`config.mk`:
```
export PLATFORM = sky130hd
export DESIGN_NAME = mcu_seq
export DESIGN_NICKNAME = d
export VERILOG_FILES = /design/src/rtl/mcu_seq.sv
export SDC_FILE = /design/constraint.sdc
export NUM_CORES = 1
export LEC_CHECK = 0
export CAP_MARGIN = 20
export CELL_PAD_IN_SITES_DETAIL_PLACEMENT = 1
export CELL_PAD_IN_SITES_GLOBAL_PLACEMENT = 1
export CORE_ASPECT_RATIO = 2
export CORE_MARGIN = 4
export CORE_UTILIZATION = 38
export DETAILED_ROUTE_END_ITERATION = 7
export PLACE_DENSITY = 0.84
export SYNTH_ARGS = -nofsm -noshare
export SYNTH_HDL_FRONTEND = slang
export SYNTH_SLANG_ARGS = --single-unit
```
`constraint.sdc`:
```
create_clock -name clk -period 7.8 [get_ports clk]
set_clock_uncertainty 0.2 [all_clocks]
set_input_delay 1.95 -clock clk [delete_from_list [all_inputs] [get_ports clk]]
set_output_delay 1.95 -clock clk [all_outputs]
set_load 0.005 [all_outputs]
```
`src/rtl/mcu_seq.sv`:
```
// -----------------------------------------------------------------------------
// mcu_seq -- column sequencer in front of the MCU controller (2D convolution).
//
// Runs a frame one column at a time: host pixel loads, convolution processing
// and result readout. Drives the {eop,sop} state code and the change-block
// pulse that the MCU controller consumes, and the row address into the
// column memories.
//
// State code {o_eop,o_sop}: LOAD/FILL = 00, PROC = 01, OUT = 10, IDLE/DONE = 11.
// Frame flow: IDLE -> FILL -> PROC -> OUT -> {LOAD -> PROC -> OUT}* -> DONE -> IDLE
//
// Parameters
//   N         kernel span - 1; FILL loads N+1 columns before the first PROC
//   ADDR_W    width of row address, column length and column count
//   PROC_LAT  extra PROC cycles spent holding the last row address
//
// Ports
//   clk         in   1       clock, rising edge
//   rst         in   1       synchronous active-low reset
//   i_start     in   1       frame start pulse (accepted only in IDLE, valid config)
//   i_img_cols  in   ADDR_W  image columns, latched on accepted start
//   i_col_len   in   ADDR_W  rows per column, latched on accepted start
//   i_wr_valid  in   1       host pixel valid
//   o_wr_ready  out  1       ready for host pixel (FILL/LOAD)
//   i_rd_ready  in   1       downstream ready for result pixel
//   o_rd_valid  out  1       result pixel at o_addr valid (OUT)
//   o_sop       out  1       state code bit 0
//   o_eop       out  1       state code bit 1
//   o_chblk     out  1       one-cycle pulse after each completed column
//   o_addr      out  ADDR_W  row address into column memories
//   o_busy      out  1       frame in progress
//   o_done      out  1       one-cycle pulse at end of frame
// -----------------------------------------------------------------------------
module mcu_seq #(
    parameter int N        = 2,
    parameter int ADDR_W   = 10,
    parameter int PROC_LAT = 4
) (
    input  logic              clk,
    input  logic              rst,
    input  logic              i_start,
    input  logic [ADDR_W-1:0] i_img_cols,
    input  logic [ADDR_W-1:0] i_col_len,
    input  logic              i_wr_valid,
    output logic              o_wr_ready,
    input  logic              i_rd_ready,
    output logic              o_rd_valid,
    output logic              o_sop,
    output logic              o_eop,
    output logic              o_chblk,
    output logic [ADDR_W-1:0] o_addr,
    output logic              o_busy,
    output logic              o_done
);

    localparam int LAT_W = (PROC_LAT < 1) ? 1 : $clog2(PROC_LAT + 1);

    localparam logic [LAT_W-1:0]  LAT_LAST  = LAT_W'(PROC_LAT);
    localparam logic [ADDR_W-1:0] MIN_COLS  = ADDR_W'(N + 1);
    // FILL is done once the column about to complete is column index N.
    localparam logic [ADDR_W-1:0] FILL_LAST = ADDR_W'(N);

    localparam logic [1:0] CODE_LOAD = 2'b00;
    localparam logic [1:0] CODE_PROC = 2'b01;
    localparam logic [1:0] CODE_OUT  = 2'b10;
    localparam logic [1:0] CODE_IDLE = 2'b11;

    typedef enum logic [2:0] {
        S_IDLE,
        S_FILL,
        S_PROC,
        S_OUT,
        S_LOAD,
        S_DONE
    } state_t;

    state_t            state;
    logic [ADDR_W-1:0] cfg_cols;
    logic [ADDR_W-1:0] cfg_len;
    logic [ADDR_W-1:0] loaded_cols;   // columns written into the MCU this frame
    logic [ADDR_W-1:0] out_cols;      // result columns read out this frame
    logic [LAT_W-1:0]  lat_cnt;       // PROC cycles spent on the last row

    logic [ADDR_W-1:0] last_row;
    logic              at_last_row;

    // cfg_len is never 0 while a frame runs, so last_row cannot underflow there.
    assign last_row    = cfg_len - ADDR_W'(1);
    assign at_last_row = (o_addr == last_row);

    always_ff @(posedge clk) begin
        // NOTE: reset is synchronous, so it is tested inside the clocked block and
        // only takes effect at a rising edge; all state updates use <= so every
        // register sees the values from before this edge.
        if (!rst) begin
            state          <= S_IDLE;
            cfg_cols       <= '0;
            cfg_len        <= '0;
            loaded_cols    <= '0;
            out_cols       <= '0;
            lat_cnt        <= '0;
            o_addr         <= '0;
            {o_eop, o_sop} <= CODE_IDLE;
            o_wr_ready     <= 1'b0;
            o_rd_valid     <= 1'b0;
            o_chblk        <= 1'b0;
            o_busy         <= 1'b0;
            o_done         <= 1'b0;
        end else begin
            // NOTE: pulse outputs default low here so each branch only has to
            // raise them; they can never stick high for a second cycle.
            o_chblk <= 1'b0;
            o_done  <= 1'b0;

            case (state)
                S_IDLE: begin
                    if (i_start && (i_img_cols >= MIN_COLS) && (i_col_len != '0)) begin
                        cfg_cols       <= i_img_cols;
                        cfg_len        <= i_col_len;
                        loaded_cols    <= '0;
                        out_cols       <= '0;
                        lat_cnt        <= '0;
                        o_addr         <= '0;
                        o_busy         <= 1'b1;
                        o_wr_ready     <= 1'b1;
                        {o_eop, o_sop} <= CODE_LOAD;
                        state          <= S_FILL;
                    end
                end

                // FILL and LOAD share the write path; they differ only in how many
                // columns they take before handing over to PROC.
                S_FILL, S_LOAD: begin
                    if (i_wr_valid) begin
                        if (at_last_row) begin
                            o_addr      <= '0;
                            o_chblk     <= 1'b1;
                            loaded_cols <= loaded_cols + ADDR_W'(1);
                            if ((state == S_LOAD) || (loaded_cols == FILL_LAST)) begin
                                lat_cnt        <= '0;
                                o_wr_ready     <= 1'b0;
                                {o_eop, o_sop} <= CODE_PROC;
                                state          <= S_PROC;
                            end
                        end else begin
                            o_addr <= o_addr + ADDR_W'(1);
                        end
                    end
                end

                // Sweep every row once, then sit on the last row while the
                // convolution pipeline drains.
                S_PROC: begin
                    if (!at_last_row) begin
                        o_addr <= o_addr + ADDR_W'(1);
                    end else if (lat_cnt == LAT_LAST) begin
                        lat_cnt        <= '0;
                        o_addr         <= '0;
                        o_rd_valid     <= 1'b1;
                        {o_eop, o_sop} <= CODE_OUT;
                        state          <= S_OUT;
                    end else begin
                        lat_cnt <= lat_cnt + LAT_W'(1);
                    end
                end

                S_OUT: begin
                    if (i_rd_ready) begin
                        if (at_last_row) begin
                            o_addr     <= '0;
                            o_chblk    <= 1'b1;
                            out_cols   <= out_cols + ADDR_W'(1);
                            o_rd_valid <= 1'b0;
                            if (loaded_cols < cfg_cols) begin
                                o_wr_ready     <= 1'b1;
                                {o_eop, o_sop} <= CODE_LOAD;
                                state          <= S_LOAD;
                            end else begin
                                o_busy         <= 1'b0;
                                o_done         <= 1'b1;
                                {o_eop, o_sop} <= CODE_IDLE;
                                state          <= S_DONE;
                            end
                        end else begin
                            o_addr <= o_addr + ADDR_W'(1);
                        end
                    end
                end

                S_DONE: begin
                    state <= S_IDLE;
                end

                default: begin
                    o_addr         <= '0;
                    o_wr_ready     <= 1'b0;
                    o_rd_valid     <= 1'b0;
                    o_busy         <= 1'b0;
                    {o_eop, o_sop} <= CODE_IDLE;
                    state          <= S_IDLE;
                end
            endcase
        end
    end

endmodule

```
==> metrics.txt <==
vias post-DR=3295; largest net degree at the start of global routing=32; NumNets Final=494; mapped cell area=0.00334 mm^2; Synth Net Count=466; minimum clock period=4.82 ns; Placed Cells=547; Crit-path slowest cell=nand3_1; Async SR Flop Fraction=0%; Worst EP required=7.84 ns; Root Driver=clkbuf_16; top layer in use=met4; Cell Area, Placed=0.00378 mm^2; fmax=207 MHz; layout cells sized above 1=4.84%; core area=0.00859 mm^2; crit-path max cell delay=0.69 ns; Psw=0.252 mW; dominant cell type by area after synthesis=dfxtp_1; Synth Flop Type=dfxtp_1; number of I/O port buffers=41; HP Class=reg2reg; fin crit share=61.8%; drt wl/cell=18.3 um; Min-Delay Path Depth=2; Pint=0.544 mW; post-cts gate resize count=0; DRT met1 WL=3.60 mm; Final TNS setup=0 ns; critical path class=in2reg; VDD IR max=0.128 mV; Crit Path Max Fanout=23; total power draw=0.796 mW; Setup-failing EPs final=0; clk slew on worst S/H paths=0.07 ns; setup repair after global routing missed its margin=no; Worst-Skew Late Latency=0.30 ns; worst slew pin tran=1.01 ns; synth top area cells=dfxtp_1 (32%), nand2_1 (7.9%), ha_1 (5.6%); Die Area=0.0104 mm^2; Hold Fails Final Rpt=0; Seq/Total Area, Yosys=31.8%; Post-synth EDFFs=0; PwrDens=201 mW/mm^2; Detail Route Antenna Nets=0; RD Place Congestion=0.827; Initial Util=38.9%; Yosys reg bits=53; status=finished, final reports clean; WL met2=5.85 mm; Layout area overhead=18.5%; final max-slew violation count=0; first-pass GRT wire length=16.9 mm; Post-CTS Setup Bufs=0; Worst setup EP type=register; synth unique cells=64; WL final=10.2 mm; CP Cell Sequence=clkdlybuf4s50_1 > nor4_1 > nand3_1 > nand3_1 > nand2_1 > or4b_1 > nand2_1; share of the synthesized area in the top cell type=31.8%; Core Rows=48; CP arrival=4.86 ns; vias per cell=5.94; TritonCTS clock tree=built; Rel. slew slack=32.4%; total of max-cap violations=0; Num Clock Sinks=53; switching fraction of total power=31.7%; P_leak=1.39 nW; WL met3=297 um; fin area=0.00395 mm^2; drt pass-1 iters=4; # hold bufs at CTS=0; detailed-route DRC error count=0; DP Wirelength=7.86 mm; H-tree depth=2; initial antenna violation count=0; initial DRC count=101; Post-Layout Cell Count=555; Comb power frac=27.2%; io pins=42; Die Y=141 um; YS warnings=0; CTS buffer count=5; Die Width=74.3 um; CTS Buffer Depth=2; mean post-synth cell area=7.83 um^2; Setup crit start kind=primary input; ANT cells=0; gr usage total=20.6%; Reg2Reg Depth=9; Flop pwr share=39.7%; Mapped Cells=426; vias in the first global route=3546; gr ovfl total=0; Clock power frac=33.1%
metrics by stage:
stage	hold WS (ns)	util, %	setup WS, ns
after floorplan	0.236	-	3.86
after global placement	0.244	44.0	2.79
after detailed placement	0.251	44.0	2.75
after CTS	0.261	46.0	3.04
after global routing	0.290	46.0	2.87
final	0.257	46.0	2.98
per-layer routing:
layer | global-route usage, % | up-vias
met4 | 10.3 | 0
met2 | 39.7 | 64
li1 | - | 1597
met3 | 3.23 | 31
met5 | 0 | -
met1 | 19.8 | 1603
layout make-up:
cell class	count	area [um^2]
well taps	100	125
inverters	24	90.1
multi-input cells	327	2080
clock inverters	1	30.0
flip-flops and latches	53	1060
fillers	1074	4630
clock buffers	7	143
repair buffers	43	425
cell usage after synthesis, types with 8 or more instances:
cell and n:
a21oi_1 36, clkbuf_1 17, dfxtp_1 53, ha_1 15, inv_1 24, nand2_1 70, nand3_1 18, nor2_1 22
nor3_1 12, nor4_1 12, o211ai_1 8, o21ai_0 12, or3_1 10, xnor2_1 9, xor2_1 11
worst max-delay path, delay by kind of cell:
| kind | cells | cell delay, ns |
|---|---|---|
| buffers and inverters | 1 | 0.42 |
| AND/OR/NAND/NOR | 6 | 2.48 |
final timing paths:
kind | startpoint | to | slack, ns
worst max-delay path | i_img_cols[2] | loaded_cols[9] | 2.98
worst min-delay path | cfg_cols[5] | cfg_cols[5] | 0.26
worst max register to register | cfg_len[0] | o_addr[1] | 4.54
worst min register to register | cfg_cols[5] | cfg_cols[5] | 0.26
layout by cell type, fill, tap and decap left out, drive strengths merged, types with 15 or more instances in the layout:
cell and count:
o21ai 15, clkdlybuf4s50 41, nand2 70, dfxtp 53, nor2 23, nand3 18, ha 15, a21oi 36
inv 24
flip-flops by register name, indices dropped and copies added (netlist names):
| name | count |
|---|---|
| cfg_cols | 10 |
| cfg_len | 10 |
| loaded_cols | 10 |
| o_addr | 10 |
| lat_cnt | 3 |
| state | 3 |
| o_busy | 1 |
| o_chblk | 1 |
| o_done | 1 |
| o_eop | 1 |
| o_rd_valid | 1 |
| o_sop | 1 |
| o_wr_ready | 1 |
cell families after synthesis:
kind of cell,share of synthesized area (%)
mux,2.44
fa+ha+maj,5.62
xor+xnor,5.25
buf+inv,5.89
flops,31.8
simple gates,29.5
compound gates,19.5
power by group through the flow:
| stage | combinational, mW | sequential (mW) | clock, mW |
|---|---|---|---|
| 3_3_place_gp | 0.207 | 0.322 | 0 |
| 5_1_grt | 0.240 | 0.320 | 0.281 |
| 2_1_floorplan | 0.159 | 0.307 | 0 |
| 4_1_cts | 0.218 | 0.316 | 0.270 |
| 6_report | 0.216 | 0.316 | 0.263 |
| 3_5_place_dp | 0.216 | 0.322 | 0 |
(Power assumes the default switching activity.)
==> patch: new RTL, config.mk and constraints unchanged <==
The parameter `PROC_LAT` goes from 4 to 2.
--- a/src/rtl/mcu_seq.sv
+++ b/src/rtl/mcu_seq.sv
@@ -36,3 +36,3 @@
     parameter int ADDR_W   = 10,
-    parameter int PROC_LAT = 4
+    parameter int PROC_LAT = 2
 ) (
Formal check against the unedited RTL: not equivalent (a bounded check fails within 10 cycles, from zero or initial values and one cycle with rst low).
==> patch against the original RTL <==
Hold slack better by 33 ps; count of clock-buffer cells in the layout down 1; routed wire length shrank 11%; worst setup slack improved by 510 ps; synthesized area decreased by 4.7%; core utilization shrank 0.14 points; sequential cell count decreased by 1; global-route usage down 1.6 points; die area is 4.3% lower; final area shrank 4.4%.
Power is not compared: it rests on default switching activity, and its combinational part moved more than twofold at a synthesized area within 25%.
==> patch: results (changes against the original RTL) <==
stage	metric	value	unit	change
synthesis	synth_cell_types	57		-11%
clocking	ctsResizeCount	0		unchanged
clocking	cts_root_buf	clkbuf_16		
synthesis	synth-seq-area-share	32.7	%	+0.93 points
drt	wl_per_cell	17.9	µm	-2.2%
synthesis	ys_top_cells_by_area	dfxtp_1 (33%), mux2i_1 (6.6%), ha_1 (5.1%), nor2b_1 (5.1%), nor2_1 (3.9%)		
clocking	clk_pin_slew	70	ps	about the same
run_status	status	completed		
synthesis	yosysWarnings	0		unchanged
worst_setup_path	crit_path_max_incr_delay	450	ps	-240 ps
placement	place.gp.congestion	0.806		-2.6%
power_and_ir_drop	p_int	446	µW	
drt	vias_per_cell	5.72		-3.7%
worst_setup_path	crit_path_top_delay_cell	nor4_1		
hold_path	hold_class	flip-flop to flip-flop		
sta	worst_slew_pin_slew	928	ps	-85.6 ps
worst_setup_path	reg2reg_depth	10		+1
clocking	htreeDepth	2		unchanged
global_route	grt_pass1_vias	3042		-14%
placement	place_ws	3200	ps	+455 ps
placement	port_buffers	41		unchanged
sta	fin_setup_tns	0	ps	unchanged
final_layout	fin_nets	446		-9.7%
global_route	grt_first_pass_wirelength	14700	µm	-13%
clocking	clk_path_buf_depth	2		unchanged
final_layout	antenna_cells	0		unchanged
global_route	antenna_found_initial	0		unchanged
drt	drt_iter0_drc	121		+20%
global_route	grt_max_degree	40		+25%
clocking	clkLatencyLatePin	300	ps	about the same
power_and_ir_drop	p_leak	1.37	nW	
sta	finalWorstSetupSlack	3490	ps	+507 ps
placement	hpwl	7010	µm	-11%
floorplan	core	8230	µm²	-4.1%
worst_setup_path	critical_path_peak_fanout	22		-4.3%
synthesis	ys_top_cells_by_count	dfxtp_1 (52), nor2_1 (33), nand2_1 (26), nor2b_1 (26), inv_1 (24)		
power_and_ir_drop	vdd.ir_drop.worst	0.0786	mV	
final_layout	drive_above_1_share	5.13	%	+0.30 points
synthesis	synth_top_flop_cell	dfxtp_1		
clocking	cts_setup_buffers	0		unchanged
worst_setup_path	cp_top_family	simple AND/OR/NAND/NOR gates		
synthesis	syn-num-nets	415		-11%
clocking	postCtsHoldBufs	0		unchanged
synthesis	async_flop_share	0	%	unchanged
drt	drt_pass1_iterations	6		+2
global_route	grt.total_usage	19.0	%	-1.6 points
final_layout	fillers	1002		-6.7%
-- patch: metrics by stage --
stage	std cells	total power, mW	cell area, µm²	hold WS (ps)	util, %
after CTS	507	0.625	3780	299	45.9
after global routing	507	0.646	3780	350	45.9
after global placement	499	0.396	3630	263	44.1
after floorplan	377	0.360	3180	256	-
after detailed placement	499	0.401	3630	288	44.1
final	507	0.618	3780	291	45.9
-- patch: cells by family after synthesis --
family          Yosys count  synth area share, %
compound gates           70                 16.7
xor+xnor                 25                 7.12
fa+ha+maj                13                 5.11
buf+inv                  43                 5.82
flops                    52                 32.7
mux                      21                 6.61
simple gates            153                 25.9
-- patch: layout make-up --
class / instances / area share (%)
multi-input combinational: 282 / 51.7
sequential: 52 / 27.5
timing repair buffer: 43 / 11.3
clock buffer: 6 / 3.41
tap: 98 / 3.25
inverter: 24 / 2.38
clock inverter: 2 / 0.430
-- patch: worst reg2reg max path: cells and delay by family, from the launching register on --
kind	cells	cell delay (ps)
compound gates	4	1330
fa+ha+maj	1	300
simple gates	3	980
xor+xnor	1	120
flops	1	430
buf+inv	1	80
-- patch: metal layers --
layer,up-vias,GRT usage (%),share of wire (%)
met3,32,2.56,2.2
met1,1419,18.1,35
li1,1397,-,-
met5,-,0,0
met2,50,36.3,57
met4,0,12.4,5.4
-- patch: final timing paths --
path                                           endpoint  slack [ps]                     from
worst max-delay path            cfg_len[0]$_SDFFE_PN0P_        3490             i_col_len[4]
worst min register to register  o_rd_valid$_SDFFE_PN0P_         290  o_rd_valid$_SDFFE_PN0P_
worst min-delay path            o_rd_valid$_SDFFE_PN0P_         290  o_rd_valid$_SDFFE_PN0P_
worst max register to register   o_addr[1]$_SDFFE_PN0P_        4230  cfg_len[0]$_SDFFE_PN0P_
-- patch: power groups by stage --
stage	sequential, mW	combinational, mW	clock (mW)
floorplan	0.289	0.0708	0
global placement	0.294	0.101	0
detailed placement	0.295	0.105	0
CTS	0.289	0.106	0.230
global route	0.291	0.116	0.240
finish	0.289	0.105	0.224
